## src/rtl/vga_pkg.sv

```systemverilog
// Shared types and constants for the VGA display-memory writer and scan reader.
package vga_pkg;

   typedef enum logic [2:0] {
      IDLE,
      WAIT_VS,
      WRITE,
      FLUSH,
      DONE
   } wr_state_t;

   localparam int H_ACTIVE = 640;
   localparam int V_ACTIVE = 480;
   localparam int ADDR_W   = 19;
   localparam int PIX_W    = 8;

   localparam int DIM_W_MSB = 15;
   localparam int DIM_W_LSB = 8;
   localparam int DIM_H_MSB = 7;
   localparam int DIM_H_LSB = 0;

endpackage

```

## src/rtl/vga_frame_writer_if.sv

```systemverilog
// Pixel stream in, display-memory write port out; master drives pixels, slave is the writer.
interface vga_frame_writer_if;
   import vga_pkg::*;

   logic              pix_valid;
   logic [PIX_W-1:0]  pix_data;
   logic              pix_ready;
   logic              mem_we;
   logic [ADDR_W-1:0] mem_addr;
   logic [PIX_W-1:0]  mem_wdata;

   modport master (
      output pix_valid, pix_data,
      input  pix_ready, mem_we, mem_addr, mem_wdata
   );

   modport slave (
      input  pix_valid, pix_data,
      output pix_ready, mem_we, mem_addr, mem_wdata
   );

endinterface

```

## src/rtl/vs_edge_detect.sv

```systemverilog
// Falling-edge detector for the active-low vertical sync, shared with the VGA reader.
module vs_edge_detect (
   input  logic clk,
   input  logic reset,
   input  logic i_vs,
   output logic o_fall
);

   logic r_vs_prev;

   // Previous value resets low so a sync already held low never looks like an edge.
   always_ff @(posedge clk) begin
      if (reset) r_vs_prev <= 1'b0;
      else       r_vs_prev <= i_vs;
   end

   assign o_fall = r_vs_prev & ~i_vs;

endmodule

```

## src/rtl/vga_frame_writer.sv

```systemverilog
// Writes one row-major frame of grey pixels into display memory, starting on a VS falling edge.
//
// state   | meaning
// IDLE    | waiting for start; dimensions latched on accept
// WAIT_VS | legal frame armed, waiting for a fresh VS falling edge
// WRITE   | accepting pixels, one registered memory write per transfer
// FLUSH   | last memory write on the bus, no more pixels accepted
// DONE    | one-cycle done pulse, then back to IDLE
module vga_frame_writer
   import vga_pkg::*;
#(
   parameter int                STRIDE    = H_ACTIVE,
   parameter int                MAX_ROWS  = V_ACTIVE,
   parameter logic [ADDR_W-1:0] BASE_ADDR = '0
) (
   input  logic               clk,
   input  logic               reset,
   input  logic               start,
   input  logic [15:0]        dimensiones,
   input  logic               vertical_sync,
   vga_frame_writer_if.slave  pix_if,
   output logic               busy,
   output logic               done,
   output logic               dim_err
);

   wr_state_t         r_state;
   wr_state_t         w_state_nxt;

   logic [7:0]        r_w;
   logic [7:0]        r_h;
   logic [7:0]        r_col;
   logic [8:0]        r_row;
   logic [ADDR_W-1:0] r_row_base;
   logic              r_dim_err;
   logic              r_mem_we;
   logic [ADDR_W-1:0] r_mem_addr;
   logic [PIX_W-1:0]  r_mem_wdata;

   logic [7:0]        w_dim_w;
   logic [7:0]        w_dim_h;
   logic              w_dim_bad;
   logic              w_accept;
   logic              w_ready;
   logic              w_xfer;
   logic              w_col_last;
   logic              w_row_last;
   logic              w_vs_fall;

   vs_edge_detect u_vs_edge (
      .clk    (clk),
      .reset  (reset),
      .i_vs   (vertical_sync),
      .o_fall (w_vs_fall)
   );

   assign w_dim_w    = dimensiones[DIM_W_MSB:DIM_W_LSB];
   assign w_dim_h    = dimensiones[DIM_H_MSB:DIM_H_LSB];
   assign w_dim_bad  = (w_dim_w == 8'd0) || (w_dim_h == 8'd0) ||
                       (int'({24'd0, w_dim_w}) > STRIDE) ||
                       (int'({24'd0, w_dim_h}) > MAX_ROWS);
   assign w_accept   = (r_state == IDLE) && start;
   assign w_xfer     = pix_if.pix_valid && w_ready;
   assign w_col_last = (r_col == (r_w - 8'd1));
   assign w_row_last = (r_row == ({1'b0, r_h} - 9'd1));

   always_ff @(posedge clk) begin
      if (reset) r_state <= IDLE;
      else       r_state <= w_state_nxt;
   end

   always_comb begin
      w_state_nxt = r_state;
      w_ready     = 1'b0;
      busy        = 1'b0;
      done        = 1'b0;
      case (r_state)
         IDLE: begin
            if (start) w_state_nxt = w_dim_bad ? DONE : WAIT_VS;
         end
         WAIT_VS: begin
            busy = 1'b1;
            if (w_vs_fall) w_state_nxt = WRITE;
         end
         WRITE: begin
            busy    = 1'b1;
            w_ready = 1'b1;
            if (w_xfer && w_col_last && w_row_last) w_state_nxt = FLUSH;
         end
         FLUSH: begin
            busy        = 1'b1;
            w_state_nxt = DONE;
         end
         DONE: begin
            done        = 1'b1;
            w_state_nxt = IDLE;
         end
         default: w_state_nxt = IDLE;
      endcase
   end

   // Address advances by addition only: row_base steps by STRIDE on each column wrap.
   always_ff @(posedge clk) begin
      if (reset) begin
         r_w         <= '0;
         r_h         <= '0;
         r_col       <= '0;
         r_row       <= '0;
         r_row_base  <= BASE_ADDR;
         r_dim_err   <= 1'b0;
         r_mem_we    <= 1'b0;
         r_mem_addr  <= BASE_ADDR;
         r_mem_wdata <= '0;
      end else begin
         r_mem_we <= w_xfer;
         if (w_accept) begin
            r_w        <= w_dim_w;
            r_h        <= w_dim_h;
            r_dim_err  <= w_dim_bad;
            r_col      <= '0;
            r_row      <= '0;
            r_row_base <= BASE_ADDR;
         end
         if (w_xfer) begin
            r_mem_addr  <= r_row_base + ADDR_W'(r_col);
            r_mem_wdata <= pix_if.pix_data;
            if (w_col_last) begin
               r_col      <= '0;
               r_row      <= r_row + 9'd1;
               r_row_base <= r_row_base + ADDR_W'(STRIDE);
            end else begin
               r_col <= r_col + 8'd1;
            end
         end
      end
   end

   assign pix_if.pix_ready = w_ready;
   assign pix_if.mem_we    = r_mem_we;
   assign pix_if.mem_addr  = r_mem_addr;
   assign pix_if.mem_wdata = r_mem_wdata;
   assign dim_err          = r_dim_err;

endmodule

```

## src/flat_wrapper.sv

```systemverilog
// flat-port wrapper written by rule: the top's interface ports become plain ports
module vga_frame_writer_flat import vga_pkg::*;
#(
   parameter int                STRIDE    = H_ACTIVE,
   parameter int                MAX_ROWS  = V_ACTIVE,
   parameter logic [ADDR_W-1:0] BASE_ADDR = '0
)
  (clk, reset, start, dimensiones, vertical_sync, busy, done, dim_err, pix_if_pix_valid, pix_if_pix_data, pix_if_pix_ready, pix_if_mem_we, pix_if_mem_addr, pix_if_mem_wdata);
  vga_frame_writer_if pix_if_i ();
  input  logic clk;
  input  logic reset;
  input  logic start;
  input  logic [15:0] dimensiones;
  input  logic vertical_sync;
  output logic busy;
  output logic done;
  output logic dim_err;
  input wire logic [$bits(pix_if_i.pix_valid)-1:0] pix_if_pix_valid;
  input wire logic [$bits(pix_if_i.pix_data)-1:0] pix_if_pix_data;
  output wire logic [$bits(pix_if_i.pix_ready)-1:0] pix_if_pix_ready;
  output wire logic [$bits(pix_if_i.mem_we)-1:0] pix_if_mem_we;
  output wire logic [$bits(pix_if_i.mem_addr)-1:0] pix_if_mem_addr;
  output wire logic [$bits(pix_if_i.mem_wdata)-1:0] pix_if_mem_wdata;
  assign pix_if_i.pix_valid = pix_if_pix_valid;
  assign pix_if_i.pix_data = pix_if_pix_data;
  assign pix_if_pix_ready = pix_if_i.pix_ready;
  assign pix_if_mem_we = pix_if_i.mem_we;
  assign pix_if_mem_addr = pix_if_i.mem_addr;
  assign pix_if_mem_wdata = pix_if_i.mem_wdata;
  vga_frame_writer #(.STRIDE(STRIDE), .MAX_ROWS(MAX_ROWS), .BASE_ADDR(BASE_ADDR)) u_core (.clk(clk), .reset(reset), .start(start), .dimensiones(dimensiones), .vertical_sync(vertical_sync), .pix_if(pix_if_i), .busy(busy), .done(done), .dim_err(dim_err));
endmodule
```

## config.mk

```make
export PLATFORM = sky130hd
export DESIGN_NAME = vga_frame_writer_flat
export DESIGN_NICKNAME = d
export VERILOG_FILES = /design/src/rtl/vga_pkg.sv /design/src/rtl/vga_frame_writer_if.sv /design/src/rtl/vs_edge_detect.sv /design/src/rtl/vga_frame_writer.sv /design/src/flat_wrapper.sv
export SDC_FILE = /design/constraint.sdc
export NUM_CORES = 1
export LEC_CHECK = 0
export BUFFER_PORTS_ARGS = -buffer_cell sky130_fd_sc_hd__buf_2
export CORE_MARGIN = 5
export CORE_UTILIZATION = 60
export CTS_CLUSTER_DIAMETER = 50
export CTS_CLUSTER_SIZE = 25
export DETAILED_ROUTE_END_ITERATION = 8
export HOLD_SLACK_MARGIN = 0.05
export PLACE_DENSITY = 0.88
export REMOVE_ABC_BUFFERS = 1
export SLEW_MARGIN = 25
export SYNTH_ARGS = -nofsm -noshare
export SYNTH_HDL_FRONTEND = slang
export SYNTH_SLANG_ARGS = --single-unit
```

## constraint.sdc

```tcl
create_clock -name clk -period 6.2 [get_ports clk]
set_input_delay 0.62 -clock clk [delete_from_list [all_inputs] [get_ports clk]]
set_output_delay 0.62 -clock clk [all_outputs]
set_load 0.01 [all_outputs]
```

==> impl_metrics.tcl, run 1 <==
set metrics [dict create \
    portBuffers 60 \
    insertion_delay_ps 350 \
    antenna_found_initial 0 \
    tns_ps 0 \
    synth.distinct_cells 60 \
    cts_hold_buf 0 \
    placed_cell_area_um2 4860 \
    drive_gt1_share_pct 14.9 \
    dieArea_um2 9420 \
    core.rowCount 31 \
    crit_chain "inv_1 -> ha_1 -> o21ba_1 -> a221oi_1 -> a41oi_1 -> a211oi_2 -> or2_1 -> mux2_2 -> nor2_1" \
    fin_crit_ps 3010 \
    grt_max_degree 71 \
    syn_area_per_cell_um2 7.85 \
    netlist_instances 579 \
    cts.path.max_buffers 2 \
    cap_violations 0 \
    vdd_drop_max_v 0.000198 \
    post-route-period-util_pct 48.5 \
    crit_family "compound AO/OA/AOI/OAI gates" \
    skew_ps 8.33 \
    cts_root_buffer "clkbuf_8" \
    vias 4129 \
    worstPathRequired_ps 6430 \
    dp_hpwl_mm 7.10 \
    track_usage_pct 20.9 \
    first_iter_violations 319 \
    cts_resized 0 \
    hp-class "reg2reg" \
    critPathBufInv 1 \
    core_um2 7330 \
    cts_setup_buffers 0 \
    slowest_delay_ps 780 \
    synth_edf_count 0 \
    final_area_um2 5050 \
    final_core_util_pct 68.9 \
    netlist_area_um2 4550 \
    grt_pass1_vias 3852 \
    grt_pass1_wl_mm 16.9 \
    fp.dieH_um 97.1 \
    yosysSeqAreaShare_pct 37.4 \
    relSlewSlack_pct 42.5 \
    drt_pre_antenna_iters 5 \
    drc 0 \
    die_w_um 97.1 \
    setup_viol 0 \
    rsz0062_at_grt "no" \
    synth_ff_type "dfxtp_1" \
    drv_slew 0 \
    place.gp.congestion 0.834 \
    p_leak_nw 1.90 \
    fmax_mhz 332 \
    dr_wl_met2_mm 5.00 \
    cts_inserted_buffers 9 \
    cts_sinks 85 \
    worst-setup-path-type "reg2reg" \
    n_fill_cell 587 \
    end_kind "flop" \
    routed-wl-met3_um 588 \
    hold_viol_final 0 \
    clkTransAtPathRegs_ps 90 \
    viasPerCell 5.72 \
    ys_warn_count 0 \
    flow.area_growth_from_synthesis_pct 11.0 \
    synth-async-reset-ratio_pct 0 \
    status "finished clean" \
    tightest_slew_ps 861 \
    ant_nets 0 \
    cts_tree "yes" \
    antenna_cells 0 \
    arrival_ps 3240 \
    drt-met1-wl_mm 4.30 \
    io_pins 61 \
    routed_wl_mm 10.0 \
    worstSetupStartpointType "flop" \
    cp_slowest_cell "a211oi_2" \
    pwr_density_cell_nw_per_um2 266 \
    dr.max_layer_used "met4" \
    wl_per_cell_um 13.9 \
    nets 661 \
    grt_overflow 0 \
    initial_core_util_pct 62.0 \
    crit_fanout 16 \
    cts_max_level 3 \
    ys_ff_latch 85 \
    ff2ff_setup_slack_ps 3190 \
]
-- cell usage after synthesis (2+ instances only) --
library cell	number	area share [%]
or4_1	4	0.66
o21ai_1	13	1.4
o21ba_2	2	0.44
clkbuf_1	29	2.4
nor3b_1	2	0.33
xor2_1	14	2.7
and3_1	6	0.83
nor4_1	8	1.1
dfxtp_1	85	37
nor3_1	22	2.4
a221oi_1	3	0.58
a41oi_1	3	0.58
inv_1	11	0.91
or3_1	9	1.2
nand2b_1	11	1.5
nand4b_1	4	0.77
o22ai_1	2	0.28
a211oi_1	15	2.5
o21a_1	5	0.83
nand3b_1	3	0.50
nor2b_1	6	0.83
xnor2_1	23	4.4
o21ai_0	11	1.2
o311ai_1	3	0.58
a31oi_1	3	0.41
nand2_1	96	7.9
o211ai_1	7	1.2
o31a_1	2	0.39
ha_1	13	3.6
and2_1	8	1.1
mux2_2	2	0.50
a21o_1	2	0.33
nand4_1	5	0.69
nand3_1	15	1.7
a21oi_1	51	5.6
o21bai_1	2	0.33
buf_2	5	0.55
buf_1	2	0.17
nor2_1	50	4.1
or2_2	2	0.28
-- final timing paths --
check / end / from / cells past startpoint
min: u_core.pix_if.mem_addr[7]$_SDFFE_PP0P_ / u_core.pix_if.mem_addr[7]$_SDFFE_PP0P_ / 2
max: u_core.r_row_base[7]$_SDFF_PP0_ / u_core.r_w[0]$_SDFFE_PP0P_ / 9
min reg2reg: u_core.pix_if.mem_addr[7]$_SDFFE_PP0P_ / u_core.pix_if.mem_addr[7]$_SDFFE_PP0P_ / 2
max reg2reg: u_core.r_row_base[7]$_SDFF_PP0_ / u_core.r_w[0]$_SDFFE_PP0P_ / 9
-- cell usage in the layout, fill, tap and decap left out, types with 3 or more instances in the layout --
cell,count
a211oi_1,15
o211ai_1,7
nand4_1,5
a31oi_1,3
clkinvlp_4,5
nor2b_1,6
a41oi_1,3
nand3b_1,3
a221oi_1,3
buf_2,60
nor2_1,50
or3_1,9
a21oi_1,51
nand2b_1,11
nand2_1,96
o21ai_1,13
nor3_1,22
and3_1,6
o21a_1,5
nand4b_1,4
xnor2_1,23
nor4_1,8
xor2_1,14
dfxtp_1,85
or4_1,4
ha_1,13
inv_1,11
nand3_1,15
o21ai_0,11
and2_1,8
o311ai_1,3
clkbuf_8,9
buf_4,3
-- area by class of cell --
class | instances | area [um^2] | area share, %
multi-input cells | 447 | 2670 | 52.9
flip-flops and latches | 85 | 1700 | 33.7
repair buffers | 64 | 338 | 6.69
clock buffers | 9 | 124 | 2.45
well taps | 99 | 124 | 2.45
clock inverters | 7 | 51.3 | 1.02
inverters | 11 | 41.3 | 0.818
-- worst min-delay path, stage by stage (launching register included) --
cell	delay, ps
dfxtp_1	310
nand2_1	50
a21oi_1	50
-- stage by stage --
step           power (mW)  std cells  setup slack (ps)  hold WS (ps)
2_1_floorplan       0.889        543              2800           430
3_3_place_gp        0.978        705              3320           435
3_5_place_dp        0.996        705              3210           449
4_1_cts              1.34        721              3220           459
5_1_grt              1.42        722              2860           473
6_report             1.34        722              3190           456
-- routing by layer --
layer	up-vias	track usage, %
met2	112	36.7
met1	1889	25.2
met3	11	4.16
met4	0	7.88
li1	2117	-
met5	-	0
-- registers in the layout (all words and copies together) (netlist names) --
name,flops
u_core.pix_if.mem_addr,19
u_core.r_row_base,19
u_core.r_row,9
u_core.pix_if.mem_wdata,8
u_core.r_col,8
u_core.r_h,8
u_core.r_w,8
u_core.r_state,3
u_core.dim_err,1
u_core.pix_if.mem_we,1
u_core.u_vs_edge.r_vs_prev,1
-- cell families after synthesis --
family / after synthesis / synth area share [%]
AND/OR/NAND/NOR: 257 / 27.5
buffers and inverters: 47 / 4.02
AO/OA/AOI/OAI: 136 / 19.2
multiplexers: 3 / 0.715
XOR/XNOR: 37 / 7.13
adder cells (fa/ha/maj): 14 / 4.02
flip-flops: 85 / 37.4
-- where the power goes --
group	internal, mW	switching (mW)	total (mW)
Combinational	0.145	0.217	0.361
Clock	0.146	0.204	0.350
Sequential	0.586	0.0469	0.633
Note: power is estimated with default switching activity, not from simulation.
==> run 2, diff against run 1 <==
- CORE_UTILIZATION: 60 -> 58
- PLACE_DENSITY: 0.88 -> 0.85
- clock period: 6.2 -> 3.2 ns (I/O delays scaled with it)
==> impl_metrics.tcl, run 2 (same netlist as run 1, synthesis figures left out) <==
set metrics [dict create \
    status "finished clean" \
    p_leak_nw 1.94 \
    initial_core_util_pct 59.1 \
    hp-class "in2reg" \
    cts_setup_buffers 0 \
    flow.area_growth_from_synthesis_pct 12.4 \
    worstSetupStartpointType "flop" \
    core_um2 7690 \
    cts.path.max_buffers 2 \
    worst-setup-path-type "reg2reg" \
    io_pins 61 \
    first_iter_violations 210 \
    portBuffers 60 \
    crit_family "simple AND/OR/NAND/NOR gates" \
    dp_hpwl_mm 7.52 \
    cts_inserted_buffers 9 \
    crit_chain "inv_1 -> ha_1 -> o21ba_1 -> a221oi_1 -> a41oi_1 -> nor2_2 -> nand3_4 -> or4_1 -> a21oi_1" \
    dieArea_um2 9710 \
    cts_sinks 85 \
    ant_nets 0 \
    drt_pre_antenna_iters 6 \
    mostFrequentLayoutCell "nand2_1" \
    routed_wl_mm 10.4 \
    relSlewSlack_pct 50.3 \
    cts_tree "yes" \
    final_core_util_pct 66.5 \
    place.gp.congestion 0.867 \
    critPathBufInv 1 \
    hold_viol_final 0 \
    die_w_um 98.5 \
    antenna_cells 0 \
    cts_hold_buf 0 \
    crit_fanout 19 \
    power_mw 2.70 \
    tightest_slew_ps 740 \
    cap_violations 0 \
    wl_per_cell_um 14.3 \
    nets 666 \
    setup_viol 0 \
    fin_crit_ps 2700 \
    rsz0062_at_grt "no" \
    pwr_density_cell_nw_per_um2 528 \
    cts_root_buffer "clkbuf_8" \
    fp.dieH_um 98.5 \
    tns_ps 0 \
    slowest_delay_ps 550 \
    clkTransAtPathRegs_ps 90 \
    cts_resized 0 \
    mostFrequentLayoutCells "nand2_1, dfxtp_1, buf_2" \
    whs_ps 185 \
    cp_slowest_cell "or4_1" \
    cts_max_level 3 \
    skew_ps 12.3 \
    grt_max_degree 40 \
    drc 0 \
    fmax_mhz 371 \
    grt_pass1_vias 4070 \
    grt_overflow 0 \
    end_kind "flop" \
    viasPerCell 5.89 \
    vias 4297 \
    antenna_found_initial 0 \
    track_usage_pct 21.6 \
    grt_pass1_wl_mm 17.9 \
    arrival_ps 2990 \
    core.rowCount 32 \
    drv_slew 0 \
    post-route-period-util_pct 84.2 \
    drive_gt1_share_pct 15.6 \
    insertion_delay_ps 360 \
    vdd_drop_max_v 0.000419 \
    worstPathRequired_ps 3490 \
]
## run 2: power breakdown
part | internal (mW) | switching (mW)
logic | 0.286 | 0.418
clock network | 0.363 | 0.406
registers | 1.14 | 0.0891
total | 1.78 | 0.913
## run 2: worst paths after layout
kind / startpoint / endpoint / slack (ps) / depth (start not counted)
min: pix_if_pix_data[3] / u_core.pix_if.mem_wdata[3]$_SDFFE_PP0P_ / 180 / 3
min reg2reg: u_core.pix_if.mem_addr[4]$_SDFFE_PP0P_ / u_core.pix_if.mem_addr[4]$_SDFFE_PP0P_ / 450 / 2
max: u_core.r_w[0]$_SDFFE_PP0P_ / u_core.r_row_base[12]$_SDFF_PP0_ / 500 / 9
max reg2reg: u_core.r_w[0]$_SDFFE_PP0P_ / u_core.r_row_base[12]$_SDFF_PP0_ / 500 / 9
## run 2: area by class of cell
class	instances	area (um^2)
inverter	11	41.3
timing repair buffer	69	372
clock buffer	9	124
tap	102	128
sequential	85	1700
multi-input combinational	447	2670
clock inverter	7	75.1
fill	659	2580
## run 2: worst reg2reg max path: stages, from the launching register on
cell and delay [ps]:
dfxtp_1 450, inv_1 70, ha_1 310, o21ba_1 200
a221oi_1 280, a41oi_1 120, nor2_2 270, nand3_4 220
or4_1 550, a21oi_1 160
## run 2: stage by stage
| stage | std cells | setup slack [ps] | cell area, um^2 |
|---|---|---|---|
| after floorplan | 543 | -39.7 | 4410 |
| after global placement | 713 | 677 | 4900 |
| after detailed placement | 713 | 529 | 4900 |
| after CTS | 729 | 499 | 5100 |
| after global routing | 730 | 268 | 5110 |
| final | 730 | 504 | 5110 |
## run 2: routing by layer
metal  share of wire [%]  vias up  GRT usage, %
li1                    -     2133             -
met2                  50      143          38.7
met1                  43     2005          26.1
met4                 1.6        0          8.72
met3                 5.6       16          2.83
met5                   0        -             0
